## config.mk

```make
export PLATFORM = sky130hd
export DESIGN_NAME = sw_ctrl_flat
export DESIGN_NICKNAME = d
export VERILOG_FILES = /design/src/rtl/sw_ctrl_if.sv /design/src/rtl/sw_ctrl.sv /design/src/flat_wrapper.sv
export SDC_FILE = /design/constraint.sdc
export NUM_CORES = 1
export LEC_CHECK = 0
export CAP_MARGIN = 20
export CORE_MARGIN = 4
export CORE_UTILIZATION = 48
export CTS_BUF_LIST = sky130_fd_sc_hd__clkbuf_4 sky130_fd_sc_hd__clkbuf_8
export DETAILED_ROUTE_END_ITERATION = 8
export PLACE_DENSITY_LB_ADDON = 0.15
export SLEW_MARGIN = 30
export SYNTH_ARGS = -nofsm -noshare
export SYNTH_HDL_FRONTEND = slang
export SYNTH_SLANG_ARGS = --single-unit
export TNS_END_PERCENT = 5
```

## constraint.sdc

```tcl
create_clock -name clk_ctl -period 2.9 [get_ports clk_ctl]
set_input_delay 0.58 -clock clk_ctl [delete_from_list [all_inputs] [get_ports clk_ctl]]
set_output_delay 0.58 -clock clk_ctl [all_outputs]
set_load 0.1 [all_outputs]
```

## src/rtl/sw_ctrl_if.sv

```systemverilog
// Stopwatch button/output bundle between the panel inputs and the sw_ctrl stage.
// Lap signals exist only when SW_CTRL_LAP_EN is defined.
interface sw_ctrl_if;
  logic       btn_ss_ctl;
  logic       btn_clr_ctl;
  logic       tick_ctl;
  logic       clr_ctl;
  logic       run_ctl;
  logic [1:0] state_ctl;
`ifdef SW_CTRL_LAP_EN
  logic       btn_lap_ctl;
  logic       lap_ctl;

  modport master (
    output btn_ss_ctl, btn_clr_ctl, btn_lap_ctl,
    input  tick_ctl, clr_ctl, run_ctl, state_ctl, lap_ctl
  );
  modport slave (
    input  btn_ss_ctl, btn_clr_ctl, btn_lap_ctl,
    output tick_ctl, clr_ctl, run_ctl, state_ctl, lap_ctl
  );
`else
  modport master (
    output btn_ss_ctl, btn_clr_ctl,
    input  tick_ctl, clr_ctl, run_ctl, state_ctl
  );
  modport slave (
    input  btn_ss_ctl, btn_clr_ctl,
    output tick_ctl, clr_ctl, run_ctl, state_ctl
  );
`endif
endinterface

```

## src/rtl/sw_ctrl.sv

```systemverilog
// Stopwatch control: 2-flop sync + debounce per button, IDLE/RUN/PAUSE FSM, 1 s prescaler.
// Press-to-state latency 2+DEB_CYCLES+1 cycles; no backpressure. Optional lap output: SW_CTRL_LAP_EN.
module sw_ctrl #(
  parameter int DEB_CYCLES = 250000,
  parameter int ONE_SEC    = 25000000,
  parameter int CNT_W      = 25
) (
  input  logic     clk_ctl,
  input  logic     rst_ctl,
  sw_ctrl_if.slave bus
);

`ifdef SW_CTRL_LAP_EN
  localparam int NB = 3;
`else
  localparam int NB = 2;
`endif
  localparam int DEB_W = (DEB_CYCLES > 1) ? $clog2(DEB_CYCLES) : 1;
  localparam logic [DEB_W-1:0] DEB_MAX = DEB_W'(DEB_CYCLES - 1);
  localparam logic [CNT_W-1:0] PRE_MAX = CNT_W'(ONE_SEC - 1);

  typedef enum logic [1:0] {
    S_IDLE  = 2'b00,
    S_RUN   = 2'b01,
    S_PAUSE = 2'b10
  } state_t;

  logic [NB-1:0]    w_raw;
  logic [NB-1:0]    r_s1;
  logic [NB-1:0]    r_s2;
  logic [NB-1:0]    r_deb;
  logic [NB-1:0]    r_deb_d;
  logic [DEB_W-1:0] r_cnt [NB];
  logic [NB-1:0]    w_evt;

  state_t           r_state;
  state_t           w_nxt;
  logic             r_run;
  logic             r_clr;
  logic             r_tick;
  logic             w_tick_nxt;
  logic [CNT_W-1:0] r_pre;
  logic [CNT_W-1:0] w_pre_nxt;
  logic             w_ss_evt;
  logic             w_clr_evt;

  assign w_raw[0] = bus.btn_ss_ctl;
  assign w_raw[1] = bus.btn_clr_ctl;
`ifdef SW_CTRL_LAP_EN
  assign w_raw[2] = bus.btn_lap_ctl;
`endif

  always_ff @(posedge clk_ctl or negedge rst_ctl) begin
    if (!rst_ctl) begin
      r_s1    <= '0;
      r_s2    <= '0;
      r_deb   <= '0;
      r_deb_d <= '0;
      for (int i = 0; i < NB; i++) r_cnt[i] <= '0;
    end else begin
      r_s1    <= w_raw;
      r_s2    <= r_s1;
      r_deb_d <= r_deb;
      // A level is accepted only after DEB_CYCLES consecutive mismatching samples.
      for (int i = 0; i < NB; i++) begin
        if (r_s2[i] != r_deb[i]) begin
          if (r_cnt[i] == DEB_MAX) begin
            r_deb[i] <= r_s2[i];
            r_cnt[i] <= '0;
          end else begin
            r_cnt[i] <= r_cnt[i] + DEB_W'(1);
          end
        end else begin
          r_cnt[i] <= '0;
        end
      end
    end
  end

  assign w_evt     = r_deb & ~r_deb_d;
  assign w_ss_evt  = w_evt[0];
  assign w_clr_evt = w_evt[1];

  always_comb begin
    w_nxt      = r_state;
    w_pre_nxt  = r_pre;
    w_tick_nxt = 1'b0;
    case (r_state)
      S_IDLE:  if (w_ss_evt) w_nxt = S_RUN;
      S_RUN:   if (w_ss_evt) w_nxt = S_PAUSE;
      S_PAUSE: if (w_ss_evt) w_nxt = S_RUN;
      default: w_nxt = S_IDLE;
    endcase
    if (w_clr_evt) w_nxt = S_IDLE;

    // A pause landing on the terminal count wins: the count holds and the tick is deferred.
    if (w_clr_evt || r_state == S_IDLE) begin
      w_pre_nxt = '0;
    end else if (r_state == S_RUN && !w_ss_evt) begin
      if (r_pre == PRE_MAX) begin
        w_pre_nxt  = '0;
        w_tick_nxt = 1'b1;
      end else begin
        w_pre_nxt = r_pre + CNT_W'(1);
      end
    end
  end

  always_ff @(posedge clk_ctl or negedge rst_ctl) begin
    if (!rst_ctl) begin
      r_state <= S_IDLE;
      r_run   <= 1'b0;
      r_clr   <= 1'b0;
      r_tick  <= 1'b0;
      r_pre   <= '0;
    end else begin
      r_state <= w_nxt;
      r_run   <= (w_nxt == S_RUN);
      r_clr   <= w_clr_evt;
      r_tick  <= w_tick_nxt;
      r_pre   <= w_pre_nxt;
    end
  end

  assign bus.tick_ctl  = r_tick;
  assign bus.clr_ctl   = r_clr;
  assign bus.run_ctl   = r_run;
  assign bus.state_ctl = r_state;

`ifdef SW_CTRL_LAP_EN
  logic r_lap;
  logic w_lap_nxt;

  always_comb begin
    w_lap_nxt = r_lap;
    if (w_clr_evt)                         w_lap_nxt = 1'b0;
    else if (r_state == S_RUN && w_evt[2]) w_lap_nxt = ~r_lap;
  end

  always_ff @(posedge clk_ctl or negedge rst_ctl) begin
    if (!rst_ctl) r_lap <= 1'b0;
    else          r_lap <= w_lap_nxt;
  end

  assign bus.lap_ctl = r_lap;
`endif

endmodule
```

## src/flat_wrapper.sv

```systemverilog
// flat-port wrapper written by rule: the top's interface ports become plain ports
module sw_ctrl_flat 
#(
  parameter int DEB_CYCLES = 250000,
  parameter int ONE_SEC    = 25000000,
  parameter int CNT_W      = 25
)
  (clk_ctl, rst_ctl, bus_btn_ss_ctl, bus_btn_clr_ctl, bus_tick_ctl, bus_clr_ctl, bus_run_ctl, bus_state_ctl);
  sw_ctrl_if bus_i ();
  input  logic clk_ctl;
  input  logic rst_ctl;
  input wire logic [$bits(bus_i.btn_ss_ctl)-1:0] bus_btn_ss_ctl;
  input wire logic [$bits(bus_i.btn_clr_ctl)-1:0] bus_btn_clr_ctl;
  output wire logic [$bits(bus_i.tick_ctl)-1:0] bus_tick_ctl;
  output wire logic [$bits(bus_i.clr_ctl)-1:0] bus_clr_ctl;
  output wire logic [$bits(bus_i.run_ctl)-1:0] bus_run_ctl;
  output wire logic [$bits(bus_i.state_ctl)-1:0] bus_state_ctl;
  assign bus_i.btn_ss_ctl = bus_btn_ss_ctl;
  assign bus_i.btn_clr_ctl = bus_btn_clr_ctl;
  assign bus_tick_ctl = bus_i.tick_ctl;
  assign bus_clr_ctl = bus_i.clr_ctl;
  assign bus_run_ctl = bus_i.run_ctl;
  assign bus_state_ctl = bus_i.state_ctl;
  sw_ctrl #(.DEB_CYCLES(DEB_CYCLES), .ONE_SEC(ONE_SEC), .CNT_W(CNT_W)) u_core (.clk_ctl(clk_ctl), .rst_ctl(rst_ctl), .bus(bus_i));
endmodule
```

==> results.json, run 1 <==
{
  "fin_crit_sh_pct": 73.4,
  "p_int_mw": 1.49,
  "power_density_nw_per_um2": 479,
  "rsz0062_at_grt": "no",
  "fmax_mhz": 470,
  "pre_cts_ws_ns": 0.812,
  "finClkSkew_ns": 0.0102,
  "post_cts_buffers": 0,
  "ys_seq_elements": 74,
  "grt_first_pass_wirelength_um": 11900,
  "hold_buffers": 0,
  "drc_errors": 0,
  "grt_pass1_vias": 2538,
  "arrival_ns": 2.35,
  "dr.pass1.iters": 4,
  "min_path_type": "in -> async",
  "grt_start_max_net_pins": 75,
  "start_util_pct": 49.8,
  "synth.most_common_cell": "dfrtp_1",
  "clock_path_buffers": 2,
  "cp_max_fo": 8,
  "final_nets": 389,
  "wl_per_cell_um": 14.0,
  "p_leak_nw": 1.61,
  "postSynthCellCount": 375,
  "power_frac_comb_pct": 2.3,
  "core-area_um2": 7330,
  "setup_tns_ns": 0,
  "wl_um": 6790,
  "cts_tree": "yes",
  "synth_top_area_share_pct": 50.8,
  "drive_above_1_share_pct": 9.82,
  "antenna_found_initial": 0,
  "cts_buffers": 9,
  "syn2layout_area_growth_pct": 9.23,
  "via_per_inst": 5.33,
  "die_w_um": 95.2,
  "slew_headroom_pct": 49.0,
  "crit_type": "reg -> reg",
  "setup_slack_ns": 0.772,
  "ys.flop_type": "dfrtp_1",
  "yosysTopAreaCell": "dfrtp_1",
  "io_buffer_count": 8,
  "htreeDepth": 3,
  "fin_crit_ns": 2.13,
  "critPathCaptureType": "flip-flop",
  "grt-ovfl-total": 0,
  "fillers": 650,
  "drt_iter0_markers": 136,
  "syn_nets": 382,
  "synth-edff-count": 0,
  "hold_violations": 0,
  "syn_area_um2": 3650,
  "cts.clk_slew.worst_paths_ns": 0.08,
  "crit_slowest_cell": "or4_4",
  "tightest_slew_ns": 0.761,
  "peakVddDrop_uv": 253,
  "dp_hpwl_um": 4630,
  "clock-root-buffer": "clkbuf_8",
  "seqPwrFrac_pct": 54.9,
  "dr_total_vias": 2588,
  "p_switching_uw": 416,
  "cp-start-kind": "flip-flop",
  "synth_area_leaders": "dfrtp_1 (51%), nor2_1 (6.9%), xnor2_1 (5.8%)",
  "final_antenna_net_count": 0,
  "synthTopCellsByCount": "dfrtp_1 (74), nor2_1 (67), nand2_1 (31)",
  "switching_share_pct": 21.8,
  "grtUsageTotal_pct": 17.0,
  "power.clock.fraction_pct": 42.8,
  "cts_resized": 0,
  "row_count": 31,
  "finalSetupViolations": 0,
  "slew_viol_final": 0,
  "required_ns": 3.12,
  "drv_cap": 0,
  "postSynth.asyncResetShare_pct": 100,
  "yosysSeqAreaShare_pct": 50.8,
  "avgSynthCellArea_um2": 9.73,
  "yosys_warnings": 0,
  "die_y_um": 95.2,
  "die-area_um2": 9060,
  "cp_slowest_stage_delay_ns": 0.61,
  "ys_types": 47,
  "status": "finished, final reports clean",
  "antenna_cells": 0,
  "gp_congestion": 0.867,
  "worstPathCellList": "ha_1 > nand2_1 > or4_4 > or3_1 > nor3b_1 > o22a_1",
  "whs_ns": 0.250,
  "clk_latency_ns": 0.34,
  "finalPower_mw": 1.91,
  "pin_count": 9,
  "clock-sinks": 74
}
-- worst paths after layout --
kind,startpoint,to,slack (ns),cells after the start
worst min register to register,u_core.r_s1[0],u_core.r_s2[0],0.35,0
worst max register to register,u_core.r_pre[1],u_core.r_pre[20],0.77,6
worst max-delay path,u_core.r_pre[1],u_core.r_pre[20],0.77,6
max in group asynchronous,rst_ctl,u_core.r_cnt[31],2.21,1
min in group clk_ctl,u_core.r_s1[0],u_core.r_s2[0],0.35,0
worst min-delay path,rst_ctl,u_core.r_pre[20],0.25,1
-- cells in the final DEF, fill, tap and decap left out, types with 4 or more instances in the layout --
master    count
dfrtp_1      74
nor2_1       67
nand2_1      31
xnor2_1      24
xor2_1       22
nand3_1      20
nor4_1       16
inv_1        12
nand4_1      11
nor3_1       10
clkbuf_8     10
a21oi_1       7
buf_4         7
nand2b_1      5
or2_2         5
nor4b_1       4
nor3b_1       4
o21a_1        4
-- power by group through the flow --
stage	logic [mW]	clock network, mW	registers, mW
final	0.0435	0.816	1.05
after detailed placement	0.0459	0	1.07
after CTS	0.0460	0.841	1.05
after floorplan	0.0186	0	1.07
after global routing	0.0516	0.890	1.05
after global placement	0.0453	0	1.07
-- per-stage QoR --
stage                     cells  cell area [um^2]  util, %
after floorplan             375              3650        -
final                       486              3980     54.3
after detailed placement    470              3780     51.5
after global placement      470              3780     51.5
after global routing        486              3980     54.3
after CTS                   486              3980     54.3
-- critical path, delay by kind of cell, from the launching register on --
family	cells	cell delay, ns
flops	1	0.40
fa+ha+maj	1	0.21
compound gates	1	0.17
simple gates	4	1.22
-- kinds of logic (layout without fill, tap and decap cells) --
family,count (synthesis),count (layout),synth area share (%)
muxes,3,3,0.892
and+or+nand+nor,194,194,27.2
AOI/OAI and AO/OA,29,29,5.76
buffers and inverters,26,38,3.29
adders and majority gates,3,3,1.03
DFF,74,74,50.8
xor gates and xnor gates,46,46,11.0
-- routing by layer --
layer  global-route usage, %  up-vias  part of all wire, %
met4                    6.85        0                  1.6
met1                    22.0     1235                   48
met3                    3.87        7                  3.9
li1                        -     1304                    -
met5                       0        -                    0
met2                    27.4       42                   47
-- registers in the layout, summed over array words and instances, names as in the netlist --
signal and cells:
u_core.r_pre 25, u_core.bus.tick_ctl 1, u_core.bus.clr_ctl 1, u_core.r_s1 2, u_core.r_deb 2, u_core.bus.run_ctl 1, u_core.bus.state_ctl 2, u_core.r_s2 2
u_core.r_deb_d 2, u_core.r_cnt 36
-- layout make-up --
type | count | area (um^2) | area share [%]
Inverter | 12 | 45.0 | 1.13
Tap cell | 99 | 124 | 3.11
Clock inverter | 4 | 51.3 | 1.29
Timing Repair Buffer | 10 | 83.8 | 2.10
Clock buffer | 12 | 153 | 3.83
Multi-Input combinational cell | 275 | 1680 | 42.1
Sequential cell | 74 | 1850 | 46.5
Power figures use the tool's default switching activity.
==> inputs of run 2 (changes only) <==
clock period = 2.15 ns   (was 2.9 ns; I/O delays follow)
==> run 2 against run 1 <==
  * Sequential power increased by 34%
  * Register-to-register slack worse by 0.69 ns
  * Clock power grew 46%
==> results.json, run 2 (synthesis results as in run 1) <==
{
  "hold_violations": 0,
  "antenna_found_initial": 0,
  "crit_type": "reg -> reg",
  "cts.clk_slew.worst_paths_ns": 0.08,
  "final_antenna_net_count": 0,
  "clock_path_buffers": 2,
  "grtUsageTotal_pct": 17.6,
  "row_count": 31,
  "grt.busiest_layer": "met2",
  "final_nets": 405,
  "rr_startpoint": "u_core.r_pre[0]",
  "io_buffer_count": 8,
  "cp-start-kind": "flip-flop",
  "hold_start": "u_core.r_s1[1]",
  "slew_headroom_pct": 71.0,
  "final_common_cell": "dfrtp_1",
  "cts_tree": "yes",
  "r2r_end": "u_core.r_pre[20]",
  "place_area_um2": 3900,
  "dr_total_vias": 2692,
  "largest_reg_flops": 36,
  "clock-root-buffer": "clkbuf_8",
  "finalSetupViolations": 0,
  "worst_hold_path.endpoint": "u_core.r_s2[1]",
  "finClkSkew_ns": 0.0144,
  "power_density_nw_per_um2": 646,
  "grt_start_max_net_pins": 34,
  "drc_errors": 0,
  "p_leak_nw": 1.70,
  "die-area_um2": 9060,
  "slew_viol_final": 0,
  "fin_crit_ns": 2.07,
  "clk_latency_ns": 0.34,
  "met3_usage_pct": 2.92,
  "setup_tns_ns": 0,
  "grt-ovfl-total": 0,
  "final_cell_mix": "dfrtp_1 (72), nor2_1 (67), nand2_1 (31), xnor2_1 (24)",
  "reg2regPathDepth": 6,
  "whs_ns": 0.350,
  "drive_above_1_share_pct": 14.1,
  "status": "finished, final reports clean",
  "die_w_um": 95.2,
  "holdPathStages": 0,
  "cp_max_fo": 8,
  "cts_buffers": 9,
  "critPathCaptureType": "flip-flop",
  "start_util_pct": 49.8,
  "wl_um": 7160,
  "dp_hpwl_um": 4980,
  "htreeDepth": 3,
  "dr.pass1.iters": 4,
  "antenna_cells": 0,
  "syn2layout_area_growth_pct": 13.6,
  "drt_iter0_markers": 134,
  "clock-sinks": 74,
  "regMostFlops": "u_core.r_cnt",
  "drv_cap": 0,
  "pin_count": 9,
  "use_met2_pct": 28.4,
  "gp_congestion": 0.877,
  "post-place-cells": 484,
  "fin_crit_sh_pct": 96.3,
  "wl_per_cell_um": 14.3,
  "via_per_inst": 5.36,
  "design_area_um2": 4140,
  "grt_pass1_vias": 2673,
  "die_y_um": 95.2,
  "peakVddDrop_uv": 420,
  "reg_top3": "u_core.r_cnt (36), u_core.r_pre (25)",
  "fmax_mhz": 483,
  "required_ns": 2.38,
  "tightest_slew_ns": 0.431,
  "finalPower_mw": 2.68,
  "r2r_slack_ns": 0.08,
  "arrival_ns": 2.30,
  "stdcell_count": 502,
  "grt_first_pass_wirelength_um": 12400,
  "gr-usage-met1_pct": 22.7,
  "core-area_um2": 7330,
  "min_path_type": "reg -> reg"
}
[run 2: changes by cell type in the layout (fill, tap and decap cells not counted), sizes merged]
cell | previous run | this run
buf | 8 | 23
bufinv | 1 | 2
clkbuf | 12 | 11
dlygate4sd3 | 0 | 1
[run 2: worst max path at each step]
stage	depth (start not counted)	to	start	slack, ns
final	6	u_core.r_pre[20]	u_core.r_pre[0]	0.08
after global routing	6	u_core.r_pre[20]	u_core.r_pre[0]	-0.004
after CTS	6	u_core.r_pre[20]	u_core.r_pre[0]	0.06
after detailed placement	6	u_core.r_pre[20]	u_core.r_pre[0]	0.09
after global placement	6	u_core.r_pre[20]	u_core.r_pre[0]	0.12
after floorplan	6	u_core.r_pre[24]	u_core.bus.state_ctl[1]	0.08
[run 2: metrics by stage]
step	utilization, %	setup slack, ns
after floorplan	-	0.0786
after global placement	53.1	0.120
after detailed placement	53.1	0.0876
after CTS	56.3	0.0604
after global routing	56.5	-0.00397
final	56.5	0.0796
[run 2: critical path: stages, from the launching register on]
cell and delay [ns]:
dfrtp_1 0.38, ha_2 0.21, nand2_1 0.07, or4_4 0.60, or3_1 0.38, nor3b_1 0.15
o22a_1 0.17
[run 2: what timing repair did]
| action | CTS | global route |
|---|---|---|
| resized for setup | 0 | 2 |
| hold endpoints to repair | 23 | 0 |
| hold buffers | 1 | 0 |
| setup buffers | 0 | 1 |
| setup endpoints to repair | 0 | 7 |
[run 2: layout make-up]
| class | instances | area, um^2 |
|---|---|---|
| clock buffer | 11 | 145 |
| clock inverter | 5 | 77.6 |
| fill | 661 | 3190 |
| inverter | 12 | 45.0 |
| multi-input combinational | 275 | 1680 |
| sequential | 74 | 1850 |
| tap | 99 | 124 |
| timing repair buffer | 26 | 215 |
[run 2: report_power, final]
| part | total, mW | internal [mW] | switching (mW) | leakage [nW] |
|---|---|---|---|---|
| Sequential | 1.41 | 1.40 | 0.0106 | 1.02 |
| Clock | 1.19 | 0.694 | 0.497 | 0.113 |
| Combinational | 0.0690 | 0.0225 | 0.0465 | 0.567 |
| Total | 2.68 | 2.12 | 0.555 | 1.70 |
[run 2: layer usage]
| metal | up-vias | wire length [um] |
|---|---|---|
| li1 | 1341 | - |
| met1 | 1295 | 3400 |
| met2 | 39 | 3380 |
| met3 | 17 | 200 |
| met4 | 0 | 178 |
| met5 | - | 0 |
==> inputs of run 3 (changes only) <==
REMOVE_ABC_BUFFERS = 1   (was not set)
SLEW_MARGIN = 20   (was 30)
==> run 3 against run 2 <==
  * Final cell count fell by 0.40%
  * First-iteration DRC count decreased by 11%
  * Hold slack worse by 0.31 ns
  * Cell area up 0.51%
  * Sequential share of layout area decreased by 0.29 points
  * Via count increased by 0.82%
  * Clock power increased by 10%
  * Flip-flop and latch count stayed put
  * Worst setup slack better by 0.023 ns
  * Sequential power about the same
  * Combinational power fell by 3.3%
  * Core utilization grew 0.29 points
  * Critical path type unchanged
  * Critical endpoint unchanged
  * Highest routed layer unchanged
==> results.json, run 3 (synthesis results as in run 1) <==
{
  "slew_viol_final": 0,
  "regMostFlops": "u_core.r_cnt",
  "core-area_um2": 7330,
  "grt-ovfl-total": 0,
  "fin_crit_ns": 2.05,
  "reg_top3": "u_core.r_cnt (36), u_core.r_pre (25)",
  "utilization_pct": 56.8,
  "p_leak_nw": 1.70,
  "cts_tree": "yes",
  "largest_reg_flops": 36,
  "status": "finished, final reports clean",
  "min_path_type": "in -> async",
  "finClkSkew_ns": 0.0109,
  "cp_slowest_stage_delay_ns": 0.58,
  "drive_above_1_share_pct": 14.2,
  "rsz0062_at_grt": "no",
  "pin_count": 9,
  "clk_latency_ns": 0.36,
  "grtUsageTotal_pct": 18.1,
  "htreeDepth": 3,
  "critPathCaptureType": "flip-flop",
  "grt_start_max_net_pins": 40,
  "required_ns": 2.40,
  "fin_crit_sh_pct": 95.2,
  "drc_errors": 0,
  "hold_buffers": 0,
  "cp-start-kind": "flip-flop",
  "tightest_slew_ns": 0.497,
  "die_y_um": 95.2,
  "via_per_inst": 5.43,
  "fmax_mhz": 488,
  "clock-sinks": 74,
  "dr.pass1.iters": 4,
  "drt_iter0_markers": 119,
  "row_count": 31,
  "cts_buffers": 9,
  "worstPathCellList": "ha_4 > nand2_1 > or4_4 > or3_1 > nor3b_1 > o22a_1",
  "whs_ns": 0.0353,
  "wl_um": 7120,
  "final_common_cell": "dfrtp_1",
  "grt_first_pass_wirelength_um": 12500,
  "start_util_pct": 49.8,
  "power_density_nw_per_um2": 671,
  "setup_tns_ns": 0,
  "grt_pass1_vias": 2586,
  "antenna_cells": 0,
  "gp_congestion": 0.837,
  "crit_type": "reg -> reg",
  "peakVddDrop_uv": 634,
  "cts.clk_slew.worst_paths_ns": 0.08,
  "clock_path_buffers": 2,
  "final_antenna_net_count": 0,
  "antenna_found_initial": 0,
  "final_cell_mix": "dfrtp_1 (74), nor2_1 (67), nand2_1 (31), xnor2_1 (24), xor2_1 (22)",
  "io_buffer_count": 8,
  "drv_cap": 0,
  "cp_max_fo": 4,
  "finalSetupViolations": 0,
  "final_nets": 403,
  "wl_per_cell_um": 14.2,
  "clock-root-buffer": "clkbuf_8",
  "slew_headroom_pct": 66.6,
  "r2r_slack_ns": 0.10,
  "arrival_ns": 2.30,
  "dp_hpwl_um": 4880,
  "crit_slowest_cell": "or4_4",
  "die_w_um": 95.2,
  "syn2layout_area_growth_pct": 14.2,
  "die-area_um2": 9060,
  "dr_total_vias": 2714,
  "hold_violations": 0
}
## run 3: repair_timing
item / in CTS / in global routing
gates resized for setup: 0 / 6
setup buffers: 0 / 0
endpoints found under the setup margin: 0 / 15
## run 3: metrics by stage
stage	area, um^2	cells	total power, mW	worst slack [ns]
floorplan	3570	361	1.46	-0.172
global placement	3890	484	1.51	0.138
detailed placement	3890	484	1.51	0.0908
CTS	4130	500	2.82	0.0461
global route	4160	500	2.90	0.00582
finish	4160	500	2.79	0.102
## run 3: path summary, 6_finish.rpt
kind | start | endpoint | depth (start not counted)
setup / recovery | u_core.r_pre[0] | u_core.r_pre[20] | 6
hold / removal | rst_ctl | u_core.r_pre[15] | 1
setup reg to reg | u_core.r_pre[0] | u_core.r_pre[20] | 6
hold reg to reg | u_core.r_s1[1] | u_core.r_s2[1] | 0
max in group asynchronous | rst_ctl | u_core.r_pre[9] | 2
min in group clk_ctl | u_core.r_s1[1] | u_core.r_s2[1] | 0
## run 3: final cells by class
| cell class | count | area (um^2) |
|---|---|---|
| clock buffer | 9 | 124 |
| clock inverter | 7 | 116 |
| fill | 639 | 3170 |
| inverter | 12 | 45.0 |
| multi-input combinational | 275 | 1710 |
| sequential | 74 | 1850 |
| tap | 99 | 124 |
| timing repair buffer | 24 | 198 |
## run 3: critical path, delay by kind of cell (launching register included)
| family | cells | cell delay, ns |
|---|---|---|
| AO/OA/AOI/OAI | 1 | 0.16 |
| adder cells (fa/ha/maj) | 1 | 0.17 |
| flip-flops | 1 | 0.44 |
| AND/OR/NAND/NOR | 4 | 1.17 |
## run 3: where the power goes
part	switching, mW	internal [mW]	total [mW]
Combinational	0.0465	0.0202	0.0667
Clock	0.543	0.770	1.31
Sequential	0.0106	1.40	1.41
## run 3: metal layers
| layer | wire, um | global-route usage (%) | up-vias |
|---|---|---|---|
| met1 | 3460 | 24.0 | 1333 |
| li1 | - | - | 1331 |
| met5 | 0 | 0 | - |
| met4 | 146 | 8.05 | 0 |
| met2 | 3310 | 28.2 | 41 |
| met3 | 214 | 4.18 | 9 |
